`config.mk`:
```
export PLATFORM = sky130hd
export DESIGN_NAME = edu_data_path_v2
export DESIGN_NICKNAME = d
export VERILOG_FILES = /design/src/rtl/edu_data_path_v2.sv
export SDC_FILE = /design/constraint.sdc
export NUM_CORES = 1
export LEC_CHECK = 0
export CAP_MARGIN = 20
export CORE_ASPECT_RATIO = 0.5
export CORE_UTILIZATION = 30
export DETAILED_ROUTE_END_ITERATION = 16
export GPL_ROUTABILITY_DRIVEN = 0
export SLEW_MARGIN = 20
export SYNTH_ARGS = -nofsm -noshare
export SYNTH_HDL_FRONTEND = slang
export SYNTH_SLANG_ARGS = --single-unit
export TNS_END_PERCENT = 1
```
`constraint.sdc`:
```
create_clock -name i_clk -period 6.2 [get_ports i_clk]
set_input_delay 1.24 -clock i_clk [delete_from_list [all_inputs] [get_ports i_clk]]
set_output_delay 1.24 -clock i_clk [all_outputs]
set_load 0.03 [all_outputs]
```
`src/rtl/edu_data_path_v2.sv`:
```
`default_nettype none
// ============================================================================
// Module   : edu_data_path_v2
// Brief    : EDULENT gen-2 datapath driven by explicit control-unit commands,
//            with a req/ack memory port.
//            Optional macro DP_STACK_GUARD_EN enables the stack over/underflow guard.
// Revision : 1.0  initial release
// ============================================================================
module edu_data_path_v2 #(
    parameter int DATA_W  = 8,
    parameter int ADDR_W  = 8,
    parameter int PC_INIT = 0,
    parameter int SP_INIT = 0
) (
    input  logic              i_clk,
    input  logic              i_rstn,
    input  logic              i_cmd_valid,
    input  logic [3:0]        i_cmd,
    output logic              o_cmd_ready,
    input  logic              i_sel,
    input  logic [1:0]        i_cond,
    input  logic              i_alu_calculate,
    input  logic [3:0]        i_alu_op,
    input  logic              i_inc_pc,
    input  logic [1:0]        i_inc_dec_sp,
    input  logic              i_reset_ir,
    input  logic [DATA_W-1:0] i_in,
    output logic [DATA_W-1:0] o_out,
    output logic [DATA_W-1:0] o_ir,
    output logic [3:0]        o_flags,
    output logic              o_mem_req,
    output logic              o_mem_we,
    output logic [ADDR_W-1:0] o_mem_addr,
    output logic [DATA_W-1:0] o_mem_wdata,
    input  logic [DATA_W-1:0] i_mem_rdata,
    input  logic              i_mem_ack,
    output logic              o_stack_fault
);

    localparam int EXT_W = DATA_W + 1;
    localparam int MSB   = DATA_W - 1;

    localparam logic [3:0] c_CMD_MA_PC  = 4'h1;
    localparam logic [3:0] c_CMD_READ   = 4'h2;
    localparam logic [3:0] c_CMD_IR_MD  = 4'h3;
    localparam logic [3:0] c_CMD_MA_MD  = 4'h4;
    localparam logic [3:0] c_CMD_RG_MD  = 4'h5;
    localparam logic [3:0] c_CMD_MA_AP  = 4'h6;
    localparam logic [3:0] c_CMD_MA_SP  = 4'h7;
    localparam logic [3:0] c_CMD_MD_RG  = 4'h8;
    localparam logic [3:0] c_CMD_WRITE  = 4'h9;
    localparam logic [3:0] c_CMD_RG_R   = 4'hA;
    localparam logic [3:0] c_CMD_BRANCH = 4'hB;
    localparam logic [3:0] c_CMD_A_IN   = 4'hC;
    localparam logic [3:0] c_CMD_OUT_A  = 4'hD;
    localparam logic [3:0] c_CMD_PC_AP  = 4'hE;
    localparam logic [3:0] c_CMD_MD_PC  = 4'hF;

    localparam logic [3:0] c_ALU_ADD  = 4'h0;
    localparam logic [3:0] c_ALU_SUB  = 4'h1;
    localparam logic [3:0] c_ALU_NOT  = 4'h2;
    localparam logic [3:0] c_ALU_OR   = 4'h3;
    localparam logic [3:0] c_ALU_AND  = 4'h4;
    localparam logic [3:0] c_ALU_XOR  = 4'h5;
    localparam logic [3:0] c_ALU_PASS = 4'h6;
    localparam logic [3:0] c_ALU_SHL  = 4'h7;
    localparam logic [3:0] c_ALU_SHR  = 4'h8;
    localparam logic [3:0] c_ALU_ADC  = 4'h9;
    localparam logic [3:0] c_ALU_SBB  = 4'hA;

    localparam int c_FLAG_Z = 0;
    localparam int c_FLAG_C = 1;
    localparam int c_FLAG_N = 3;

    typedef enum logic [1:0] {
        ST_IDLE    = 2'd0,
        ST_RD_WAIT = 2'd1,
        ST_WR_WAIT = 2'd2
    } state_t;

    state_t            state_q, state_d;
    logic [ADDR_W-1:0] pc_q, pc_d, sp_q, sp_d, ma_q, ma_d;
    logic [DATA_W-1:0] md_q, md_d, ir_q, ir_d, a_q, a_d, ap_q, ap_d;
    logic [DATA_W-1:0] r_q, r_d, in_q, in_d, out_q, out_d;
    logic [3:0]        flags_q, flags_d;
    logic              mem_req_q, mem_req_d, mem_we_q, mem_we_d;
`ifdef DP_STACK_GUARD_EN
    logic              fault_q, fault_d;
`endif

    logic              w_accept;
    logic              w_cond_true;
    logic              w_alu_cin;
    logic [EXT_W-1:0]  w_alu_add, w_alu_sub;
    logic [DATA_W-1:0] w_alu_res;
    logic              w_alu_c, w_alu_v;

    assign w_accept = i_cmd_valid && (state_q == ST_IDLE);

    always_comb begin
        w_cond_true = 1'b1;
        case (i_cond)
            2'd1:    w_cond_true = flags_q[c_FLAG_Z];
            2'd2:    w_cond_true = flags_q[c_FLAG_C];
            2'd3:    w_cond_true = flags_q[c_FLAG_N];
            default: w_cond_true = 1'b1;
        endcase
    end

    // Arithmetic on DATA_W+1 bits: the extra MSB is carry-out for add, borrow for subtract.
    always_comb begin
        w_alu_cin = ((i_alu_op == c_ALU_ADC) || (i_alu_op == c_ALU_SBB)) ? flags_q[c_FLAG_C] : 1'b0;
        w_alu_add = {1'b0, a_q} + {1'b0, md_q} + EXT_W'(w_alu_cin);
        w_alu_sub = {1'b0, a_q} - {1'b0, md_q} - EXT_W'(w_alu_cin);
        w_alu_res = '0;
        w_alu_c   = 1'b0;
        w_alu_v   = 1'b0;
        case (i_alu_op)
            c_ALU_ADD, c_ALU_ADC: begin
                w_alu_res = w_alu_add[DATA_W-1:0];
                w_alu_c   = w_alu_add[DATA_W];
                w_alu_v   = (a_q[MSB] == md_q[MSB]) && (w_alu_add[MSB] != a_q[MSB]);
            end
            c_ALU_SUB, c_ALU_SBB: begin
                w_alu_res = w_alu_sub[DATA_W-1:0];
                w_alu_c   = w_alu_sub[DATA_W];
                w_alu_v   = (a_q[MSB] != md_q[MSB]) && (w_alu_sub[MSB] != a_q[MSB]);
            end
            c_ALU_NOT:  w_alu_res = ~a_q;
            c_ALU_OR:   w_alu_res = a_q | md_q;
            c_ALU_AND:  w_alu_res = a_q & md_q;
            c_ALU_XOR:  w_alu_res = a_q ^ md_q;
            c_ALU_PASS: w_alu_res = a_q;
            c_ALU_SHL: begin
                w_alu_res = a_q << 1;
                w_alu_c   = a_q[MSB];
            end
            c_ALU_SHR: begin
                w_alu_res = a_q >> 1;
                w_alu_c   = a_q[0];
            end
            default: w_alu_res = '0;
        endcase
    end

    always_comb begin
        state_d   = state_q;
        pc_d      = pc_q;
        sp_d      = sp_q;
        ma_d      = ma_q;
        md_d      = md_q;
        ir_d      = ir_q;
        a_d       = a_q;
        ap_d      = ap_q;
        r_d       = r_q;
        in_d      = i_in;
        out_d     = out_q;
        flags_d   = flags_q;
        mem_req_d = mem_req_q;
        mem_we_d  = mem_we_q;
`ifdef DP_STACK_GUARD_EN
        fault_d   = fault_q;
`endif

        case (state_q)
            ST_IDLE: begin
                if (w_accept && (i_cmd == c_CMD_READ)) begin
                    state_d   = ST_RD_WAIT;
                    mem_req_d = 1'b1;
                    mem_we_d  = 1'b0;
                end else if (w_accept && (i_cmd == c_CMD_WRITE)) begin
                    state_d   = ST_WR_WAIT;
                    mem_req_d = 1'b1;
                    mem_we_d  = 1'b1;
                end
            end
            ST_RD_WAIT: begin
                if (i_mem_ack) begin
                    md_d      = i_mem_rdata;
                    state_d   = ST_IDLE;
                    mem_req_d = 1'b0;
                    mem_we_d  = 1'b0;
                end
            end
            ST_WR_WAIT: begin
                if (i_mem_ack) begin
                    state_d   = ST_IDLE;
                    mem_req_d = 1'b0;
                    mem_we_d  = 1'b0;
                end
            end
            default: begin
                state_d   = ST_IDLE;
                mem_req_d = 1'b0;
                mem_we_d  = 1'b0;
            end
        endcase

        // Increment first so a PC load from a command below takes precedence.
        if (i_inc_pc) pc_d = pc_q + ADDR_W'(1);

        if (w_accept) begin
            case (i_cmd)
                c_CMD_MA_PC:  ma_d = pc_q;
                c_CMD_IR_MD:  ir_d = md_q;
                c_CMD_MA_MD:  ma_d = ADDR_W'(md_q);
                c_CMD_RG_MD:  if (i_sel) ap_d = md_q; else a_d = md_q;
                c_CMD_MA_AP:  ma_d = ADDR_W'(ap_q);
                c_CMD_MA_SP:  ma_d = sp_q;
                c_CMD_MD_RG:  md_d = i_sel ? ap_q : a_q;
                c_CMD_RG_R:   if (i_sel) ap_d = r_q; else a_d = r_q;
                c_CMD_BRANCH: if (w_cond_true) pc_d = ADDR_W'(md_q);
                c_CMD_A_IN:   a_d = in_q;
                c_CMD_OUT_A:  out_d = a_q;
                c_CMD_PC_AP:  pc_d = ADDR_W'(ap_q);
                c_CMD_MD_PC:  md_d = DATA_W'(pc_q);
                default: ;
            endcase
        end

        if (i_reset_ir) ir_d = '0;

        if (i_alu_calculate) begin
            r_d     = w_alu_res;
            flags_d = {w_alu_res[MSB], w_alu_v, w_alu_c, (w_alu_res == '0)};
        end

`ifdef DP_STACK_GUARD_EN
        if (i_inc_dec_sp == 2'b01) begin
            if (&sp_q) fault_d = 1'b1;
            else       sp_d    = sp_q + ADDR_W'(1);
        end else if (i_inc_dec_sp == 2'b10) begin
            if (sp_q == '0) fault_d = 1'b1;
            else            sp_d    = sp_q - ADDR_W'(1);
        end
`else
        if (i_inc_dec_sp == 2'b01)      sp_d = sp_q + ADDR_W'(1);
        else if (i_inc_dec_sp == 2'b10) sp_d = sp_q - ADDR_W'(1);
`endif
    end

    always_ff @(posedge i_clk or negedge i_rstn) begin
        if (!i_rstn) begin
            state_q   <= ST_IDLE;
            pc_q      <= ADDR_W'(PC_INIT);
            sp_q      <= ADDR_W'(SP_INIT);
            ma_q      <= '0;
            md_q      <= '0;
            ir_q      <= '0;
            a_q       <= '0;
            ap_q      <= '0;
            r_q       <= '0;
            in_q      <= '0;
            out_q     <= '0;
            flags_q   <= '0;
            mem_req_q <= 1'b0;
            mem_we_q  <= 1'b0;
`ifdef DP_STACK_GUARD_EN
            fault_q   <= 1'b0;
`endif
        end else begin
            state_q   <= state_d;
            pc_q      <= pc_d;
            sp_q      <= sp_d;
            ma_q      <= ma_d;
            md_q      <= md_d;
            ir_q      <= ir_d;
            a_q       <= a_d;
            ap_q      <= ap_d;
            r_q       <= r_d;
            in_q      <= in_d;
            out_q     <= out_d;
            flags_q   <= flags_d;
            mem_req_q <= mem_req_d;
            mem_we_q  <= mem_we_d;
`ifdef DP_STACK_GUARD_EN
            fault_q   <= fault_d;
`endif
        end
    end

    assign o_cmd_ready = (state_q == ST_IDLE);
    assign o_out       = out_q;
    assign o_ir        = ir_q;
    assign o_flags     = flags_q;
    assign o_mem_req   = mem_req_q;
    assign o_mem_we    = mem_we_q;
    assign o_mem_addr  = ma_q;
    assign o_mem_wdata = (mem_req_q && mem_we_q) ? md_q : '0;
`ifdef DP_STACK_GUARD_EN
    assign o_stack_fault = fault_q;
`else
    assign o_stack_fault = 1'b0;
`endif

endmodule
`default_nettype wire
```
==> results.cfg <==
[run]
cap_violations = 0

[die]
core_mm2 = 0.0199
fp.dieArea_mm2 = 0.0214
die_w_um = 206
floorplan.initialDensity = 0.314
dieHeight_um = 104
io_pins = 76
rows = 36

[critical_path]
cp.required_ns = 6.44
critPathKind = in -> reg
crit_fanout = 19
worstPathCellList = clkdlybuf4s50_1 > nor2b_1 > nand3_1 > inv_1 > fa_1 > ha_1 > o21ai_0 > o2bb2ai_2 > o21ai_1 > xor2_1 > a2111o_1 > o41ai_2
cp-start-kind = primary input
critPathArrivalTime_ns = 5.17
cp_slowest_cell = clkdlybuf4s50_1
timing.critical_path.to_type = flip-flop
slowest_delay_ns = 0.88

[global_routing]
grt_start_max_net_pins = 71
antenna_found_initial = 0
gr-usage-all-layers = 0.180
grt_first_pass_wirelength_um = 30200
grt_remaining_overflow = 0
grt_pass1_vias = 5283

[detailed_routing]
wl_met3_um = 1020
post_drt_wl_per_cell_um = 18.6
routed_wirelength_um = 19200
via_per_inst = 5.47
wl_met1_um = 9400
drtIter0Drc = 424
highest-signal-layer = met4
ant_nets = 0
wl_met2_um = 8340
firstDrtPassIters = 5
vias = 5638
drc = 0

[layout]
diodes = 0
final_nets = 841
mostFrequentLayoutCell = dfrtp_1
drive_gt1_frac = 0.0667
fin_area_mm2 = 0.00746
layout_common_cells = dfrtp_1 (86), clkdlybuf4s50_1 (73), nand2_1 (62)
area_delta_synth_final_pct = 19.5
fin_util = 0.375

[synthesis]
synth-edff-count = 0
syn_area_mm2 = 0.00624
synth_cell_type_count = 68
yosysSeqAreaShare = 0.345
syn_avg_cell_area_um2 = 8.83
synthCells = 707
synth_ff_type = dfrtp_1
ys_warn_count = 0
synthesis.nets = 788
synth-seq-cells = 86
async_flop_share = 1.00

[clocking]
cts_setup_buffers = 0
clockBufferDepth = 2
clock_sinks = 86
cts-buffers-inserted = 9
cts_resized = 0
cts.hold.buffers_added = 0
htreeDepth = 3
root_buffer = clkbuf_16
clk_latency_ns = 0.34
cts_tree = yes
clk_pin_slew_ns = 0.08

[worst_hold_path]
holdCritPathClass = reg -> reg

[power]
clockPowerShare = 0.165
switching_power_w = 0.00154
ir_drop_uv = 212
powerDensity_mw_per_mm2 = 444
power.leakage_nw = 3.14
intPower_w = 0.00178
switching_share = 0.464
power_frac_seq = 0.315
p_comb_frac = 0.519

[placement]
pre_cts_slack_ns = 1.03
portBuffers = 74
dp_hpwl_um = 14100
place_area_mm2 = 0.00716

[run_status]
status = complete, no violations

[sta]
layout_min_cycle_time_ns = 4.92
setup_tns_ns = 0
worst_pin_slew_ns = 0.931
setup_ws_ns = 1.28
finalSetupViolations = 0
period_share = 0.794
max_slew_margin = 0.379
finClkSkew_ns = 0.00888
max_freq_ghz = 0.203
slew_violations = 0
rsz0062_at_grt = false
final_hold_viol_count = 0
cell type report:
type                            count  area, µm²
Fill cell                        2030      12400
Multi-Input combinational cell    540       3740
Sequential cell                    86       2150
Timing Repair Buffer               79        776
Tap cell                          266        333
Clock buffer                        9        225
Inverter                           44        165
Clock inverter                      7       72.6
final timing paths:
path | from | cells past startpoint | slack (ns) | end
worst max-delay path | i_alu_op[3] | 12 | 1.28 | o_flags[0]$_DFFE_PN0P_
worst min-delay path | o_out[2]$_DFFE_PN0P_ | 1 | 0.51 | o_out[2]$_DFFE_PN0P_
worst max register to register | md_q[0]$_DFF_PN0_ | 9 | 2.74 | o_flags[0]$_DFFE_PN0P_
worst min register to register | o_out[2]$_DFFE_PN0P_ | 1 | 0.51 | o_out[2]$_DFFE_PN0P_
max in group asynchronous | i_rstn | 2 | 4.26 | a_q[2]$_DFFE_PN0P_
min in group asynchronous | i_rstn | 1 | 0.75 | sp_q[7]$_DFFE_PN0P_
layer usage:
metal,vias up,track usage
met3,30,0.0229
met2,205,0.261
met4,0,0.0541
met1,2725,0.275
met5,-,0
li1,2678,-
stage by stage:
stage	total power [W]	hold WS, ns	instances
global route	0.00355	0.535	1031
detailed placement	0.00274	0.490	1015
global placement	0.00271	0.493	1015
floorplan	0.00218	0.458	707
CTS	0.00330	0.519	1031
finish	0.00331	0.514	1031
critical path, delay by kind of cell:
| kind | cells | cell delay, ns |
|---|---|---|
| fa+ha+maj | 2 | 0.67 |
| simple gates | 2 | 0.64 |
| compound gates | 5 | 1.45 |
| xor+xnor | 1 | 0.17 |
| buf+inv | 2 | 0.99 |
synth_stat cells, drive strengths merged (3+ instances only):
cell,n,area [µm²]
nor2b,9,56.3
and2,8,50.1
o211ai,4,30.0
buf,15,108
a21oi,45,225
nor2,56,210
o221ai,9,78.8
mux2,13,146
a32oi,5,43.8
clkbuf,22,82.6
and3,13,86.3
xor2,10,87.6
nand4,5,31.3
dfrtp,86,2150
o21ai,62,310
o21bai,4,30.0
o2bb2ai,4,41.3
a31oi,3,18.8
o21a,4,30.0
inv,44,165
nand3,13,65.1
fa,5,100
a21o,7,52.6
xnor2,19,166
nand2b,15,116
a221oi,9,78.8
nor3,11,60.1
a2111o,3,33.8
o22ai,23,144
a211oi,3,22.5
nand2,62,233
mux2i,21,210
a22oi,18,135
or2,4,25.0
ha,40,500
logic make-up (layout without fill, tap and decap cells):
family	after synthesis	after routing	synth area share
AND/OR/NAND/NOR	207	207	0.164
multiplexers	35	35	0.0613
AO/OA/AOI/OAI	223	223	0.235
buffers and inverters	81	139	0.0569
flip-flops	86	86	0.345
adder cells (fa/ha/maj)	45	45	0.0962
other	1	1	0.000601
XOR/XNOR	29	29	0.0407
power groups by stage:
stage	combinational [W]	sequential, W	clock [W]
finish	0.00172	0.00104	0.000547
global route	0.00189	0.00107	0.000579
global placement	0.00165	0.00105	0
floorplan	0.00118	0.00100	0
detailed placement	0.00169	0.00105	0
CTS	0.00170	0.00104	0.000556
state kept, by name (all words and copies together) (netlist names):
register and count:
o_mem_req 1, md_q 8, o_mem_addr 8, state_q 2
o_flags 3, o_ir 8, r_q 8, a_q 8
pc_q 8, sp_q 8, in_q 8, o_out 8
ap_q 8
No activity file was read; power rests on OpenSTA's default activity.
